### src/rtl/usb_buffer_arbiter_if.sv
// CPU, USB and buffer-RAM ports of the packet buffer arbiter.
// The slave modport is the arbiter's view; master is the surrounding system's view.
interface usb_buffer_arbiter_if #(
  parameter int ADDRESS_WIDTH = 8
);
  logic                     cpu_req;
  logic [ADDRESS_WIDTH-1:0] cpu_address;
  logic [3:0]               cpu_write_sections;
  logic [31:0]              cpu_write_value;
  logic                     cpu_ready;
  logic                     cpu_read_valid;
  logic [31:0]              cpu_read_value;

  logic                     usb_req;
  logic [ADDRESS_WIDTH-1:0] usb_address;
  logic                     usb_write;
  logic [31:0]              usb_write_value;
  logic                     usb_ready;
  logic                     usb_read_valid;
  logic [31:0]              usb_read_value;

  logic [ADDRESS_WIDTH-1:0] mem_address;
  logic [3:0]               mem_write_sections;
  logic [31:0]              mem_write_value;
  logic [31:0]              mem_read_value;

  modport slave (
    input  cpu_req, cpu_address, cpu_write_sections, cpu_write_value,
    output cpu_ready, cpu_read_valid, cpu_read_value,
    input  usb_req, usb_address, usb_write, usb_write_value,
    output usb_ready, usb_read_valid, usb_read_value,
    output mem_address, mem_write_sections, mem_write_value,
    input  mem_read_value
  );

  modport master (
    output cpu_req, cpu_address, cpu_write_sections, cpu_write_value,
    input  cpu_ready, cpu_read_valid, cpu_read_value,
    output usb_req, usb_address, usb_write, usb_write_value,
    input  usb_ready, usb_read_valid, usb_read_value,
    input  mem_address, mem_write_sections, mem_write_value,
    output mem_read_value
  );
endinterface

### src/rtl/usb_buffer_arbiter.sv
// Arbitrates CPU and USB access to a shared single-port packet buffer and tracks
// which side owns the buffer; writes by the non-owner are dropped and flagged.
module usb_buffer_arbiter #(
  parameter int ADDRESS_WIDTH    = 8,
  parameter int STARVATION_LIMIT = 4
) (
  input  logic                   clk48,
  input  logic                   reset,
  usb_buffer_arbiter_if.slave    bus,
  input  logic                   got_usb_packet,
  input  logic                   handled_usb_packet,
  output logic                   usb_packet_ready,
  output logic                   packet_overrun,
  output logic                   cpu_write_violation,
  output logic                   usb_write_violation
);

  localparam logic [3:0] WAIT_LIMIT = 4'(STARVATION_LIMIT);

  typedef enum logic {USB_OWNS, CPU_OWNS} own_state_t;

  own_state_t state;
  own_state_t next_state;
  logic [3:0] cpu_wait_count;
  logic       cpu_grant;
  logic       usb_grant;
  logic       cpu_read_pending;
  logic       usb_read_pending;
  logic       cpu_is_write;

  assign cpu_is_write = |bus.cpu_write_sections;

  // Only the pulse meaningful in the current state is acted on.
  always_comb begin
    next_state = state;
    case (state)
      USB_OWNS: if (got_usb_packet)     next_state = CPU_OWNS;
      CPU_OWNS: if (handled_usb_packet) next_state = USB_OWNS;
      default:  next_state = USB_OWNS;
    endcase
  end

  // USB wins ties unless the CPU has been blocked long enough.
  always_comb begin
    usb_grant = 1'b0;
    cpu_grant = 1'b0;
    if (!reset) begin
      if (bus.usb_req && !(bus.cpu_req && cpu_wait_count == WAIT_LIMIT))
        usb_grant = 1'b1;
      else if (bus.cpu_req)
        cpu_grant = 1'b1;
    end
  end

  always_comb begin
    bus.mem_address        = '0;
    bus.mem_write_sections = 4'b0000;
    bus.mem_write_value    = 32'h0;
    if (usb_grant) begin
      bus.mem_address        = bus.usb_address;
      bus.mem_write_sections = (bus.usb_write && state == USB_OWNS) ? 4'b1111 : 4'b0000;
      bus.mem_write_value    = bus.usb_write_value;
    end else if (cpu_grant) begin
      bus.mem_address        = bus.cpu_address;
      bus.mem_write_sections = (state == CPU_OWNS) ? bus.cpu_write_sections : 4'b0000;
      bus.mem_write_value    = bus.cpu_write_value;
    end
  end

  // Reset masks a read that was granted just before it asserted.
  always_comb begin
    bus.cpu_ready      = cpu_grant;
    bus.usb_ready      = usb_grant;
    bus.cpu_read_valid = cpu_read_pending && !reset;
    bus.usb_read_valid = usb_read_pending && !reset;
    bus.cpu_read_value = bus.cpu_read_valid ? bus.mem_read_value : 32'h0;
    bus.usb_read_value = bus.usb_read_valid ? bus.mem_read_value : 32'h0;
  end

  always_ff @(posedge clk48) begin
    if (reset) begin
      state               <= USB_OWNS;
      usb_packet_ready    <= 1'b0;
      cpu_wait_count      <= 4'd0;
      cpu_read_pending    <= 1'b0;
      usb_read_pending    <= 1'b0;
      packet_overrun      <= 1'b0;
      cpu_write_violation <= 1'b0;
      usb_write_violation <= 1'b0;
    end else begin
      state            <= next_state;
      usb_packet_ready <= (next_state == CPU_OWNS);
      cpu_read_pending <= cpu_grant && !cpu_is_write;
      usb_read_pending <= usb_grant && !bus.usb_write;

      if (cpu_grant || !bus.cpu_req)
        cpu_wait_count <= 4'd0;
      else if (cpu_wait_count != WAIT_LIMIT)
        cpu_wait_count <= cpu_wait_count + 4'd1;

      if (state == CPU_OWNS && got_usb_packet && !handled_usb_packet)
        packet_overrun <= 1'b1;
      if (cpu_grant && cpu_is_write && state == USB_OWNS)
        cpu_write_violation <= 1'b1;
      if (usb_grant && bus.usb_write && state == CPU_OWNS)
        usb_write_violation <= 1'b1;
    end
  end

endmodule

### src/flat_wrapper.sv
// flat-port wrapper written by rule: the top's interface ports become plain ports
module usb_buffer_arbiter_flat 
#(
  parameter int ADDRESS_WIDTH    = 8,
  parameter int STARVATION_LIMIT = 4
)
  (clk48, reset, got_usb_packet, handled_usb_packet, usb_packet_ready, packet_overrun, cpu_write_violation, usb_write_violation, bus_cpu_req, bus_cpu_address, bus_cpu_write_sections, bus_cpu_write_value, bus_cpu_ready, bus_cpu_read_valid, bus_cpu_read_value, bus_usb_req, bus_usb_address, bus_usb_write, bus_usb_write_value, bus_usb_ready, bus_usb_read_valid, bus_usb_read_value, bus_mem_address, bus_mem_write_sections, bus_mem_write_value, bus_mem_read_value);
  usb_buffer_arbiter_if #(.ADDRESS_WIDTH(ADDRESS_WIDTH)) bus_i ();
  input  logic clk48;
  input  logic reset;
  input  logic got_usb_packet;
  input  logic handled_usb_packet;
  output logic usb_packet_ready;
  output logic packet_overrun;
  output logic cpu_write_violation;
  output logic usb_write_violation;
  input wire logic [$bits(bus_i.cpu_req)-1:0] bus_cpu_req;
  input wire logic [$bits(bus_i.cpu_address)-1:0] bus_cpu_address;
  input wire logic [$bits(bus_i.cpu_write_sections)-1:0] bus_cpu_write_sections;
  input wire logic [$bits(bus_i.cpu_write_value)-1:0] bus_cpu_write_value;
  output wire logic [$bits(bus_i.cpu_ready)-1:0] bus_cpu_ready;
  output wire logic [$bits(bus_i.cpu_read_valid)-1:0] bus_cpu_read_valid;
  output wire logic [$bits(bus_i.cpu_read_value)-1:0] bus_cpu_read_value;
  input wire logic [$bits(bus_i.usb_req)-1:0] bus_usb_req;
  input wire logic [$bits(bus_i.usb_address)-1:0] bus_usb_address;
  input wire logic [$bits(bus_i.usb_write)-1:0] bus_usb_write;
  input wire logic [$bits(bus_i.usb_write_value)-1:0] bus_usb_write_value;
  output wire logic [$bits(bus_i.usb_ready)-1:0] bus_usb_ready;
  output wire logic [$bits(bus_i.usb_read_valid)-1:0] bus_usb_read_valid;
  output wire logic [$bits(bus_i.usb_read_value)-1:0] bus_usb_read_value;
  output wire logic [$bits(bus_i.mem_address)-1:0] bus_mem_address;
  output wire logic [$bits(bus_i.mem_write_sections)-1:0] bus_mem_write_sections;
  output wire logic [$bits(bus_i.mem_write_value)-1:0] bus_mem_write_value;
  input wire logic [$bits(bus_i.mem_read_value)-1:0] bus_mem_read_value;
  assign bus_i.cpu_req = bus_cpu_req;
  assign bus_i.cpu_address = bus_cpu_address;
  assign bus_i.cpu_write_sections = bus_cpu_write_sections;
  assign bus_i.cpu_write_value = bus_cpu_write_value;
  assign bus_cpu_ready = bus_i.cpu_ready;
  assign bus_cpu_read_valid = bus_i.cpu_read_valid;
  assign bus_cpu_read_value = bus_i.cpu_read_value;
  assign bus_i.usb_req = bus_usb_req;
  assign bus_i.usb_address = bus_usb_address;
  assign bus_i.usb_write = bus_usb_write;
  assign bus_i.usb_write_value = bus_usb_write_value;
  assign bus_usb_ready = bus_i.usb_ready;
  assign bus_usb_read_valid = bus_i.usb_read_valid;
  assign bus_usb_read_value = bus_i.usb_read_value;
  assign bus_mem_address = bus_i.mem_address;
  assign bus_mem_write_sections = bus_i.mem_write_sections;
  assign bus_mem_write_value = bus_i.mem_write_value;
  assign bus_i.mem_read_value = bus_mem_read_value;
  usb_buffer_arbiter #(.ADDRESS_WIDTH(ADDRESS_WIDTH), .STARVATION_LIMIT(STARVATION_LIMIT)) u_core (.clk48(clk48), .reset(reset), .bus(bus_i), .got_usb_packet(got_usb_packet), .handled_usb_packet(handled_usb_packet), .usb_packet_ready(usb_packet_ready), .packet_overrun(packet_overrun), .cpu_write_violation(cpu_write_violation), .usb_write_violation(usb_write_violation));
endmodule
### config.mk
export PLATFORM = sky130hd
export DESIGN_NAME = usb_buffer_arbiter_flat
export DESIGN_NICKNAME = d
export VERILOG_FILES = /design/src/rtl/usb_buffer_arbiter_if.sv /design/src/rtl/usb_buffer_arbiter.sv /design/src/flat_wrapper.sv
export SDC_FILE = /design/constraint.sdc
export NUM_CORES = 1
export LEC_CHECK = 0
export BUFFER_PORTS_ARGS = -buffer_cell sky130_fd_sc_hd__buf_2
export CAP_MARGIN = 20
export CORE_ASPECT_RATIO = 0.5
export CORE_MARGIN = 5
export CORE_UTILIZATION = 25
export DETAILED_ROUTE_END_ITERATION = 10
export GPL_TIMING_DRIVEN = 0
export PLACE_DENSITY = 0.88
export REMOVE_ABC_BUFFERS = 1
export SLEW_MARGIN = 20
export SYNTH_ARGS = -nofsm -noshare
export SYNTH_HDL_FRONTEND = slang
export SYNTH_SLANG_ARGS = --single-unit
### constraint.sdc
create_clock -name clk48 -period 1.5 [get_ports clk48]
set_input_delay 0.225 -clock clk48 [delete_from_list [all_inputs] [get_ports clk48]]
set_output_delay 0.225 -clock clk48 [all_outputs]
set_load 0.02 [all_outputs]
# Word level (Yosys, flattened, before mapping)
# Index checks and enable logic that the tools add are counted.
dict set report totals {
  reg_bits 10
  inputBits 123
}
dict set report op_classes {
  n_addsub 1
  eq_ne 2
  mux 18
  bitwise 1
  n_reduce_logical 22
}
# cell n
set op_table {}
lappend op_table {{$mux W32} 4}
lappend op_table {{$mux W4} 4}
lappend op_table {{$mux W8} 2}
lappend op_table {{$logic_and A1 B1 Y1} 13}
lappend op_table {{$mux W1} 7}
lappend op_table {{$logic_not A1 Y1} 6}
lappend op_table {{$add A4 B1 Y4 const B} 1}
lappend op_table {{$eq A4 B3 Y1 const B} 1}
lappend op_table {{$ne A4 B3 Y1 const B} 1}
lappend op_table {{$reduce_or A4 Y1} 1}
lappend op_table {{$pmux W1 S2} 1}
lappend op_table {{$reduce_or A2 Y1} 1}
lappend op_table {{$logic_or A1 B1 Y1} 1}
lappend op_table {{$not A1 Y1} 1}

# Logic depth before layout (Yosys ltp)
# Gate-level depths: netlist (run 1).
dict set report logic_depth {
  ltp_word 8
  depth_mapped 7
}

# Least setup slack after synthesis (run 1)
# OpenSTA, ideal clock, no wires.
dict set report synth_timing {
  path_type {reg2out}
  start {reg u_core.cpu_wait_count[0]}
  end {out bus_mem_write_value[22]}
  arrival_time_ps 1452
  required_ps 1275
  path_slack_ps -177
  path_stages_with_launch 7
  path_buffers 1
  path_cell_list {dfxtp_1 > inv_1 > ha_1 > and4b_2 > nor2_4 > buf_4 > a22o_1}
}
dict set report synth_via {
  word_cells_on_any_way 10
  cone_classes {1 x eq/ne; 6 x mux; 3 x reduce/logical}
}
# element line
set synth_rtl {}
lappend synth_rtl {{from (decl)} usb_buffer_arbiter.sv:24} ;# logic [3:0] cpu_wait_count;
lappend synth_rtl {{from (signal assigned)} usb_buffer_arbiter.sv:99} ;# cpu_wait_count <= cpu_wait_count + 4'd1;
lappend synth_rtl {{$eq A4 B3 Y1} usb_buffer_arbiter.sv:48} ;# if (bus.usb_req && !(bus.cpu_req && cpu_wait_count == WAIT_LIMIT))
lappend synth_rtl {{$logic_and A1 B1 Y1} usb_buffer_arbiter.sv:48}
lappend synth_rtl {{$logic_not A1 Y1} usb_buffer_arbiter.sv:48}
lappend synth_rtl {{$logic_and A1 B1 Y1} usb_buffer_arbiter.sv:48}
lappend synth_rtl {{$mux W1} usb_buffer_arbiter.sv:48}
lappend synth_rtl {{$mux W1} usb_buffer_arbiter.sv:47} ;# if (!reset) begin
lappend synth_rtl {{net bus_usb_ready} flat_wrapper.sv:28} ;# output wire logic [$bits(bus_i.usb_ready)-1:0] bus_usb_ready;
lappend synth_rtl {{$mux W32} usb_buffer_arbiter.sv:59} ;# if (usb_grant) begin
lappend synth_rtl {{to (decl)} flat_wrapper.sv:33} ;# output wire logic [$bits(bus_i.mem_write_value)-1:0] bus_mem_write_value;
# The timed path passes the listed nets, and every way through them passes these cells.

# Worst setup path after layout (run 1)
dict set report layout_timing {
  start {reg u_core.cpu_wait_count[1]}
  end {out bus_mem_write_value[2]}
}
dict set report layout_via {
  elab_chain_len 8
  word_cells_on_any_way 10
  cone_classes {1 x eq/ne; 6 x mux; 3 x reduce/logical}
}
# element line
set layout_rtl {}
lappend layout_rtl {{$eq A4 B3 Y1 *} usb_buffer_arbiter.sv:48}
lappend layout_rtl {{$logic_and A1 B1 Y1 *} usb_buffer_arbiter.sv:48}
lappend layout_rtl {{$logic_not A1 Y1 *} usb_buffer_arbiter.sv:48}
lappend layout_rtl {{$logic_and A1 B1 Y1 *} usb_buffer_arbiter.sv:48}
lappend layout_rtl {{$mux W1} usb_buffer_arbiter.sv:48}
lappend layout_rtl {{$mux W1} usb_buffer_arbiter.sv:47}
lappend layout_rtl {{$mux W32} usb_buffer_arbiter.sv:63} ;# end else if (cpu_grant) begin
lappend layout_rtl {{$mux W32 *} usb_buffer_arbiter.sv:59}
# Every way passes the cells marked *; elsewhere a longest branch is shown, timed or not.

==> results of run 1 <==
-- power by group through the flow --
| stage | Sequential [mW] | Combinational (mW) | Clock [mW] |
|---|---|---|---|
| floorplan | 0.296 | 0.249 | 0 |
| global placement | 0.290 | 0.530 | 0 |
| detailed placement | 0.290 | 0.548 | 0 |
| CTS | 0.285 | 0.693 | 0.272 |
| global route | 0.287 | 0.787 | 0.289 |
| finish | 0.286 | 0.742 | 0.270 |
-- logic make-up (layout without fill, tap and decap cells) --
kind of cell / Yosys count / in the layout / share of synthesized area, %
AO/OA/AOI/OAI: 49 / 49 / 31.30
adder cells (fa/ha/maj): 2 / 2 / 1.852
buffers and inverters: 23 / 273 / 9.444
flip-flops: 10 / 10 / 14.81
multiplexers: 2 / 2 / 1.482
AND/OR/NAND/NOR: 88 / 91 / 41.11
-- Yosys cell counts --
cell / number / share of area (%)
a21oi_1: 1 / 0.37
a21oi_2: 1 / 0.65
a22o_1: 41 / 27
a31o_2: 4 / 2.6
a31oi_1: 1 / 0.46
and2_1: 65 / 30
and4b_2: 1 / 0.83
buf_2: 3 / 1.1
buf_4: 2 / 1.1
buf_6: 4 / 3.3
clkbuf_1: 7 / 1.9
dfxtp_1: 10 / 15
ha_1: 2 / 1.9
inv_1: 7 / 1.9
mux2i_1: 2 / 1.5
nand2_1: 3 / 0.83
nand2b_1: 1 / 0.46
nand2b_2: 1 / 0.65
nand3_1: 1 / 0.37
nand3b_1: 1 / 0.56
nor2_1: 5 / 1.4
nor2_4: 1 / 0.83
nor2b_1: 2 / 0.93
nor3_1: 4 / 1.5
nor4_1: 2 / 0.93
nor4b_4: 1 / 1.8
o32ai_1: 1 / 0.65
-- worst max-delay path: stages (launching register included) --
cell      delay (ns)
dfxtp_2         0.32
inv_2           0.06
ha_4            0.15
nand3b_1        0.17
a21oi_4         0.24
buf_6           0.16
buf_16          0.13
a22o_1          0.17
buf_6           0.13
-- worst max path at each step --
| stage | start | end | slack (ns) | cells past startpoint |
|---|---|---|---|---|
| after floorplan | u_core.cpu_wait_count[0] | bus_mem_address[0] | -0.95 | 5 |
| after global placement | u_core.cpu_wait_count[0] | bus_mem_write_value[17] | -1.34 | 6 |
| after detailed placement | u_core.cpu_wait_count[0] | bus_mem_write_value[12] | -0.80 | 6 |
| after CTS | u_core.cpu_wait_count[1] | bus_mem_write_value[13] | -0.41 | 7 |
| after global routing | u_core.cpu_wait_count[1] | bus_mem_write_value[2] | -0.53 | 8 |
| final | u_core.cpu_wait_count[1] | bus_mem_write_value[2] | -0.48 | 8 |
-- timing repair --
action	CTS	global route
pin swaps	16	23
endpoints found under the hold margin	0	0
resized for setup	88	28
setup buffers	16	3
cloned	5	1
hold buffers	0	0
setup endpoints to repair	81	65
-- cell type report --
cell class | instances | area (sq um) | area share, %
Clock buffer | 3 | 41.29 | 1.275
Inverter | 7 | 26.28 | 0.8111
Multi-Input combinational cell | 144 | 1095 | 33.80
Sequential cell | 10 | 202.7 | 6.257
Tap cell | 70 | 87.58 | 2.704
Timing Repair Buffer | 263 | 1787 | 55.16
-- metal layers --
metal / vias up / global-route usage (%) / routed length (um)
met1: 1089 / 24.14 / 3235
met3: 12 / 4.545 / 774
met5: - / 0 / 0
met4: 0 / 3.215 / 129
met2: 114 / 39.85 / 4717
li1: 1135 / - / -
-- state kept, by name (all words and copies together) (netlist names) --
signal,flops
u_core.packet_overrun,1
u_core.cpu_read_pending,1
u_core.usb_packet_ready,1
u_core.usb_write_violation,1
u_core.cpu_write_violation,1
u_core.cpu_wait_count,4
u_core.usb_read_pending,1
==> flow_summary.ini, run 1 <==
[worst_hold_path]
min_from = bus_usb_write
holdPathStages = 2
hold_path_end = u_core.usb_read_pending
hold_class = input pin to flop

[power]
power_frac_clock_pct = 20.8
switchingPower_mw = 0.4565
combPwrFrac_pct = 57.2
sequentialPowerShare_pct = 22.0
sw_frac_of_total_pct = 35.16
powerDensity_nw_per_um2 = 400.8
p_leak_nw = 1.887
p_int_mw = 0.8418
vdd_ir_drop_max_uv = 203.1
power_mw = 1.298

[sta]
fmax_mhz = 504.8
slew_viol_final = 0
finalSetupViolations = 46
setup_tns_ns = -19.87
rsz0062_at_grt = yes
min_period_ns = 1.981
slew_headroom_pct = 56.69
tightest_slew_ns = 0.6497
skew_ns = 0.004127
final-hold-violation-count = 0
period_share_pct = 132.1
whs_ns = 0.1964
setup_slack_ns = -0.4812

[clock_tree]
clk_latency_ns = 0.23
clk_pin_slew_ns = 0.05
htree_levels = 1
cts_tree = done
clk_path_buf_depth = 2
cts-buffers-inserted = 3
clock-root-buffer = clkbuf_8
cts_sinks = 10

[grt]
grt_first_pass_wirelength_mm = 11.40
antenna_found_initial = 0
grt-ovfl-total = 0
grt_max_degree = 32
grtUsageTotal_pct = 20.46
grt_pass1_vias = 2235

[floorplan]
num_rows = 18
die_h_um = 61.99
ios = 239
die_x_um = 114.0
core_sq_um = 5067
die_area_sq_um = 7064
start_util_pct = 26.67

[placement]
gp_congestion = 0.7376
dpl.hpwl_mm = 6.111
dp_slack_ns = -0.7993
io_buffers = 238
post-place-cells = 469
postPlaceCellArea_sq_um = 2591

[critical_path]
crit_arrival_ns = 1.76
r2r_cells = 7
crit_path_end_kind = output port
critPathRequiredTime_ns = 1.27
start_kind = flop
reg2reg_from = u_core.cpu_wait_count[1]
worst-setup-path-type = flop to output port
cp_max_fo = 8
r2r_slack_ns = 0.05
r2r-end = u_core.cpu_read_pending

[drt]
vias_per_cell = 4.728
antenna_left = 0
drt_first_pass_iters = 4
routedWlPerCell_um = 17.82
drc_errors = 0
initialDrtViolationCount = 122
finalWirelength_mm = 8.857
via_count = 2350

[finish]
post-route-util_pct = 63.93
drive_above_1_share_pct = 66.74
layout_commonest_cell = buf_2
antenna-diode-count = 0
design_area_sq_um = 3239
final_cells = 497
final_cell_mix = buf_2 (193), and2_1 (65), buf_6 (54), a22o_1 (41), buf_4 (10)
syn_to_final_growth_pct = 139.7
nFillCells = 430
fin_nets = 554

[job]
drv_cap = 0

[logic_synthesis]
ys_ff_latch = 10
netlist_instances = 174
postSynthAreaPerCell_sq_um = 7.766
syn_area_sq_um = 1351
synth-seq-area-share_pct = 14.81
synthDistinctLibCells = 27
synth_warnings = 0

[status]
outcome = finished, violations left
violations = setup timing
No activity file was read; power rests on OpenSTA's default activity.
==> run 2: changes to the inputs <==
--- a/config.mk
+++ b/config.mk
@@ -13,7 +13,6 @@
 export DETAILED_ROUTE_END_ITERATION = 10
 export GPL_TIMING_DRIVEN = 0
 export PLACE_DENSITY = 0.88
-export REMOVE_ABC_BUFFERS = 1
 export SLEW_MARGIN = 20
 export SYNTH_ARGS = -nofsm -noshare
 export SYNTH_HDL_FRONTEND = slang
==> run 2 against run 1 <==
The flow still finishes with violations (setup timing). Largest cell class unchanged. Combinational power is 16% higher. Core utilization is 9.3 points higher. Clock skew is 0.0025 ns lower. Flip-flop and latch count stayed put. Highest routed layer unchanged. Wire length is 1.2% lower.
==> flow_summary.ini, run 2 (synthesis results as in run 1) <==
[clock_tree]
clk_path_buf_depth = 2
cts_sinks = 10
clk_pin_slew_ns = 0.05
cts_tree = done
clock-root-buffer = clkbuf_8
clk_latency_ns = 0.24
htree_levels = 1
holdBufCountCts = 0
cts-buffers-inserted = 3

[critical_path]
worst-setup-path-type = flop to output port
endpoint = bus_mem_write_value[2]
r2r_cells = 7
crit_start = u_core.cpu_wait_count[0]
crit_arrival_ns = 1.77
start_kind = flop
reg2reg_from = u_core.cpu_wait_count[0]
cp_max_fo = 8
critPathRequiredTime_ns = 1.27
r2r-end = u_core.cpu_read_pending
crit_path_end_kind = output port
r2r_slack_ns = 0.09

[finish]
antenna-diode-count = 0
post-route-util_pct = 73.19
syn_to_final_growth_pct = 174.4
regMostFlops = u_core.cpu_wait_count
ff_latch_area_sq_um = 202.7
design_area_sq_um = 3709
fin_nets = 562
largest_reg_flops = 4
final_cell_mix = buf_2 (190), and2_1 (65), buf_6 (51), a22o_4 (39), buf_4 (19)
nFillCells = 374
layout_commonest_cell = buf_2
multi_input_area_sq_um = 1400
drive_above_1_share_pct = 76.15

[power]
p_leak_nw = 2.161
switchingPower_mw = 0.5103
sw_frac_of_total_pct = 34.30
power_frac_clock_pct = 23.4
powerDensity_nw_per_um2 = 401.2
combPwrFrac_pct = 57.8
p_int_mw = 0.9776
sequentialPowerShare_pct = 18.8
vdd_ir_drop_max_uv = 281.3

[sta]
final-hold-violation-count = 0
slew_headroom_pct = 68.02
period_share_pct = 132.9
rsz0062_at_grt = yes
tightest_slew_ns = 0.4797
setup_tns_ns = -21.55
whs_ns = 0.2029
finalSetupViolations = 46
skew_ns = 0.001618
slew_viol_final = 0
fmax_mhz = 501.6
setup_slack_ns = -0.4935
min_period_ns = 1.993

[floorplan]
core_sq_um = 5067
num_rows = 18
die_x_um = 114.0
die_area_sq_um = 7064
die_h_um = 61.99
ios = 239
start_util_pct = 26.67

[drt]
finalWirelength_mm = 8.748
drc_errors = 0
vias_per_cell = 4.646
antenna_left = 0
via_count = 2351
drt_first_pass_iters = 4
initialDrtViolationCount = 85
routedWlPerCell_um = 17.29

[placement]
postPlaceCellArea_sq_um = 3024
io_buffers = 238
dpl.hpwl_mm = 6.548
gp_congestion = 0.7374

[grt]
grt_max_degree = 11
antenna_found_initial = 0
grtUsageTotal_pct = 19.56
grt-ovfl-total = 0
grt_pass1_vias = 2377
grt_first_pass_wirelength_mm = 11.21

[status]
violations = setup timing
outcome = finished, violations left

[job]
drv_cap = 0

[logic_synthesis]
syn-num-nets = 299

[worst_hold_path]
hold_class = input pin to flop
-- run 2: metrics by stage --
stage,power [mW],setup slack (ns),cells
after floorplan,0.6602,-0.02067,174
after global placement,0.9563,-0.2804,482
after detailed placement,0.9695,-0.2816,482
after CTS,1.388,-0.4795,491
after global routing,1.566,-0.5642,506
final,1.488,-0.4935,506
-- run 2: area by class of cell --
cell class	instances	area share, %
Buffer	15	5.904
Clock buffer	4	1.484
Inverter	7	0.7085
Multi-Input combinational cell	141	37.75
Sequential cell	10	5.466
Tap cell	70	2.362
Timing Repair Buffer	259	46.32
-- run 2: repair_timing --
action | 4_1_cts | 5_1_grt
endpoints found under the setup margin | 108 | 103
resized for setup | 74 | 63
gates cloned | 0 | 4
pin swaps | 4 | 34
buffers inserted | 5 | 13
-- run 2: routing by layer --
metal | share of wire (%) | GRT usage, % | vias to the layer above
met5 | 0 | 0 | -
met4 | 1.2 | 3.723 | 0
met2 | 55 | 39.02 | 106
met3 | 9.9 | 7.350 | 9
li1 | - | - | 1144
met1 | 34 | 20.44 | 1092
-- run 2: power groups by stage --
| stage | clock (mW) | combinational (mW) | sequential [mW] |
|---|---|---|---|
| detailed placement | 0 | 0.684 | 0.285 |
| global placement | 0 | 0.672 | 0.285 |
| global route | 0.375 | 0.911 | 0.280 |
| floorplan | 0 | 0.367 | 0.293 |
| CTS | 0.350 | 0.759 | 0.279 |
| finish | 0.349 | 0.860 | 0.280 |
-- run 2: critical path: stages, from the launching register on --
cell	delay, ns
dfxtp_2	0.32
inv_2	0.07
ha_4	0.14
nand3b_1	0.15
a21oi_4	0.26
buf_12	0.18
clkbuf_16	0.15
a22o_4	0.13
buf_6	0.11
-- run 2: how the worst min path moves through the flow --
stage / start / cells after the start / endpoint / slack [ns]
after CTS: bus_usb_write / 2 / u_core.usb_read_pending / 0.19
final: bus_usb_write / 2 / u_core.usb_read_pending / 0.20
after global routing: bus_usb_write / 2 / u_core.usb_read_pending / 0.21
after global placement: bus_usb_write / 2 / u_core.usb_read_pending / 0.44
after detailed placement: bus_usb_write / 2 / u_core.usb_read_pending / 0.45
after floorplan: reset / 1 / u_core.packet_overrun / 0.30
==> run 3: changes to the inputs <==
--- a/config.mk
+++ b/config.mk
@@ -7,12 +7,10 @@
 export LEC_CHECK = 0
 export BUFFER_PORTS_ARGS = -buffer_cell sky130_fd_sc_hd__buf_2
 export CAP_MARGIN = 20
-export CORE_ASPECT_RATIO = 0.5
-export CORE_MARGIN = 5
-export CORE_UTILIZATION = 25
+export CORE_AREA = 5 5 89 91
 export DETAILED_ROUTE_END_ITERATION = 10
-export GPL_TIMING_DRIVEN = 0
-export PLACE_DENSITY = 0.88
+export DIE_AREA = 0 0 94 96
+export PLACE_DENSITY = 0.73
 export SLEW_MARGIN = 20
 export SYNTH_ARGS = -nofsm -noshare
 export SYNTH_HDL_FRONTEND = slang
==> run 3 against run 2 <==
The run still ends with setup timing left. Power decreased by 2.5%. Flip-flop and latch count stayed put. Sequential share of layout area increased by 0.20 points. Worst hold slack lost 0.010 ns. Critical path type unchanged. Fmax increased by 2.2%. Global-route usage is 3.0 points lower. Clock-buffer cell count did not move. Core utilization shrank 22 points.
==> flow_summary.ini, run 3 (synthesis results as in run 1) <==
[sta]
period_share_pct = 130.0
setup_tns_ns = -19.06
slew_headroom_pct = 74.92
fmax_mhz = 512.9
final-hold-violation-count = 0
finalSetupViolations = 46
min_period_ns = 1.950
rsz0062_at_grt = yes
slew_viol_final = 0
skew_ns = 0.001866
setup_slack_ns = -0.4496
tightest_slew_ns = 0.3727

[drt]
vias_per_cell = 4.431
via_count = 2313
drc_errors = 0
routedWlPerCell_um = 16.66
antenna_left = 0
initialDrtViolationCount = 38
finalWirelength_mm = 8.698
drt_first_pass_iters = 4

[grt]
grt-ovfl-total = 0
grt_first_pass_wirelength_mm = 11.96
grt_pass1_vias = 2400
grt_max_degree = 34
grtUsageTotal_pct = 16.60
antenna_found_initial = 0

[critical_path]
critPathMaxStageDelay_ns = 0.33
r2r-end = u_core.cpu_read_pending
worst-path-buf-inv = 3
crit_path_top_delay_cell = dfxtp_2
path_cells = inv_2 > ha_4 > and4b_2 > nor2_4 > clkbuf_16 > a22o_4 > buf_6
crit_family = simple AND/OR/NAND/NOR gates
r2r_cells = 7
reg2reg_from = u_core.cpu_wait_count[0]
r2r_slack_ns = 0.19
critPathRequiredTime_ns = 1.27
crit_path_end_kind = output port
crit_start = u_core.cpu_wait_count[0]
worst-setup-path-type = flop to output port
start_kind = flop
crit_arrival_ns = 1.72
cp_max_fo = 10

[clock_tree]
clock-root-buffer = clkbuf_8
holdBufCountCts = 0
htree_levels = 1
cts_sinks = 10
cts_tree = done
clk_pin_slew_ns = 0.05
clk_latency_ns = 0.23
clk_path_buf_depth = 2
cts-buffers-inserted = 3

[worst_hold_path]
hold_path_end = u_core.usb_read_pending
hold_class = input pin to flop
holdPathStages = 2
min_from = bus_usb_write

[floorplan]
die_x_um = 94
die_h_um = 96
core_sq_um = 7059
ios = 239
num_rows = 31
die_area_sq_um = 9024
start_util_pct = 19.14

[power]
p_leak_nw = 2.073
powerDensity_nw_per_um2 = 405.6
vdd_ir_drop_max_uv = 258.1
power_mw = 1.451

[finish]
final_cell_mix = buf_2 (191), and2_1 (65), buf_6 (49), a22o_4 (39), buf_4 (12)
largest_reg_flops = 4
fin_nets = 549
layout_commonest_cell = buf_2
regMostFlops = u_core.cpu_wait_count
drive_above_1_share_pct = 75.65
antenna-diode-count = 0
syn_to_final_growth_pct = 164.8

[logic_synthesis]
syn-num-nets = 299

[status]
outcome = finished, violations left
violations = setup timing

[placement]
io_buffers = 238
gp_congestion = 0.7549
dpl.hpwl_mm = 6.833

[job]
drv_cap = 0
==> run 3: final cells by class <==
class / instances / area (sq um)
Fill cell: 669 / 3481
Timing Repair Buffer: 261 / 1775
Multi-Input combinational cell: 141 / 1395
Sequential cell: 10 / 202.7
Tap cell: 99 / 123.9
Clock buffer: 4 / 55.05
Inverter: 7 / 26.28
==> run 3: where the power goes <==
part / leakage, nW / internal [mW] / switching, mW / total, mW
logic: 1.96 / 0.447 / 0.385 / 0.833
clock network: 0.0288 / 0.231 / 0.107 / 0.338
registers: 0.0824 / 0.275 / 0.00561 / 0.281
==> run 3: worst reg2reg max path, delay by kind of cell, from the launching register on <==
family | cells | cell delay (ns)
compound gates | 1 | 0.25
fa+ha+maj | 1 | 0.13
buf+inv | 3 | 0.30
flops | 1 | 0.32
simple gates | 2 | 0.25
==> run 3: through the flow <==
step                setup WS [ns]  utilization, %  hold slack [ns]  area [sq um]  cells
global placement          -0.1856           43.90           0.4280          3099    511
CTS                       -0.4456           49.15           0.1912          3470    516
global route              -0.5076           50.69           0.1996          3578    522
detailed placement        -0.2034           43.90           0.4420          3099    511
finish                    -0.4496           50.69           0.1926          3578    522
floorplan                -0.02067               -           0.2974          1745    174
==> run 3: how the worst max path moves through the flow <==
stage / endpoint / slack (ns) / cells after the start
after floorplan: bus_mem_write_value[22] / -0.02 / 6
after CTS: bus_mem_address[7] / -0.45 / 7
final: bus_mem_write_value[0] / -0.45 / 7
after global placement: bus_mem_write_sections[3] / -0.19 / 6
after detailed placement: bus_mem_address[7] / -0.20 / 7
after global routing: bus_mem_address[7] / -0.51 / 7
==> run 3: metal layers <==
metal / GRT usage (%) / vias to the layer above / wire, um
li1: - / 1118 / -
met1: 17.66 / 1032 / 3087
met2: 31.46 / 153 / 4551
met3: 5.551 / 10 / 936
met4: 3.971 / 0 / 123
met5: 0 / - / 0
==> run 3: repair_timing <==
item	4_1_cts	5_1_grt
hold endpoints to repair	0	0
pin swaps	1	5
setup endpoints to repair	46	110
resized for setup	93	8
cloned	1	4
buffers inserted	0	2
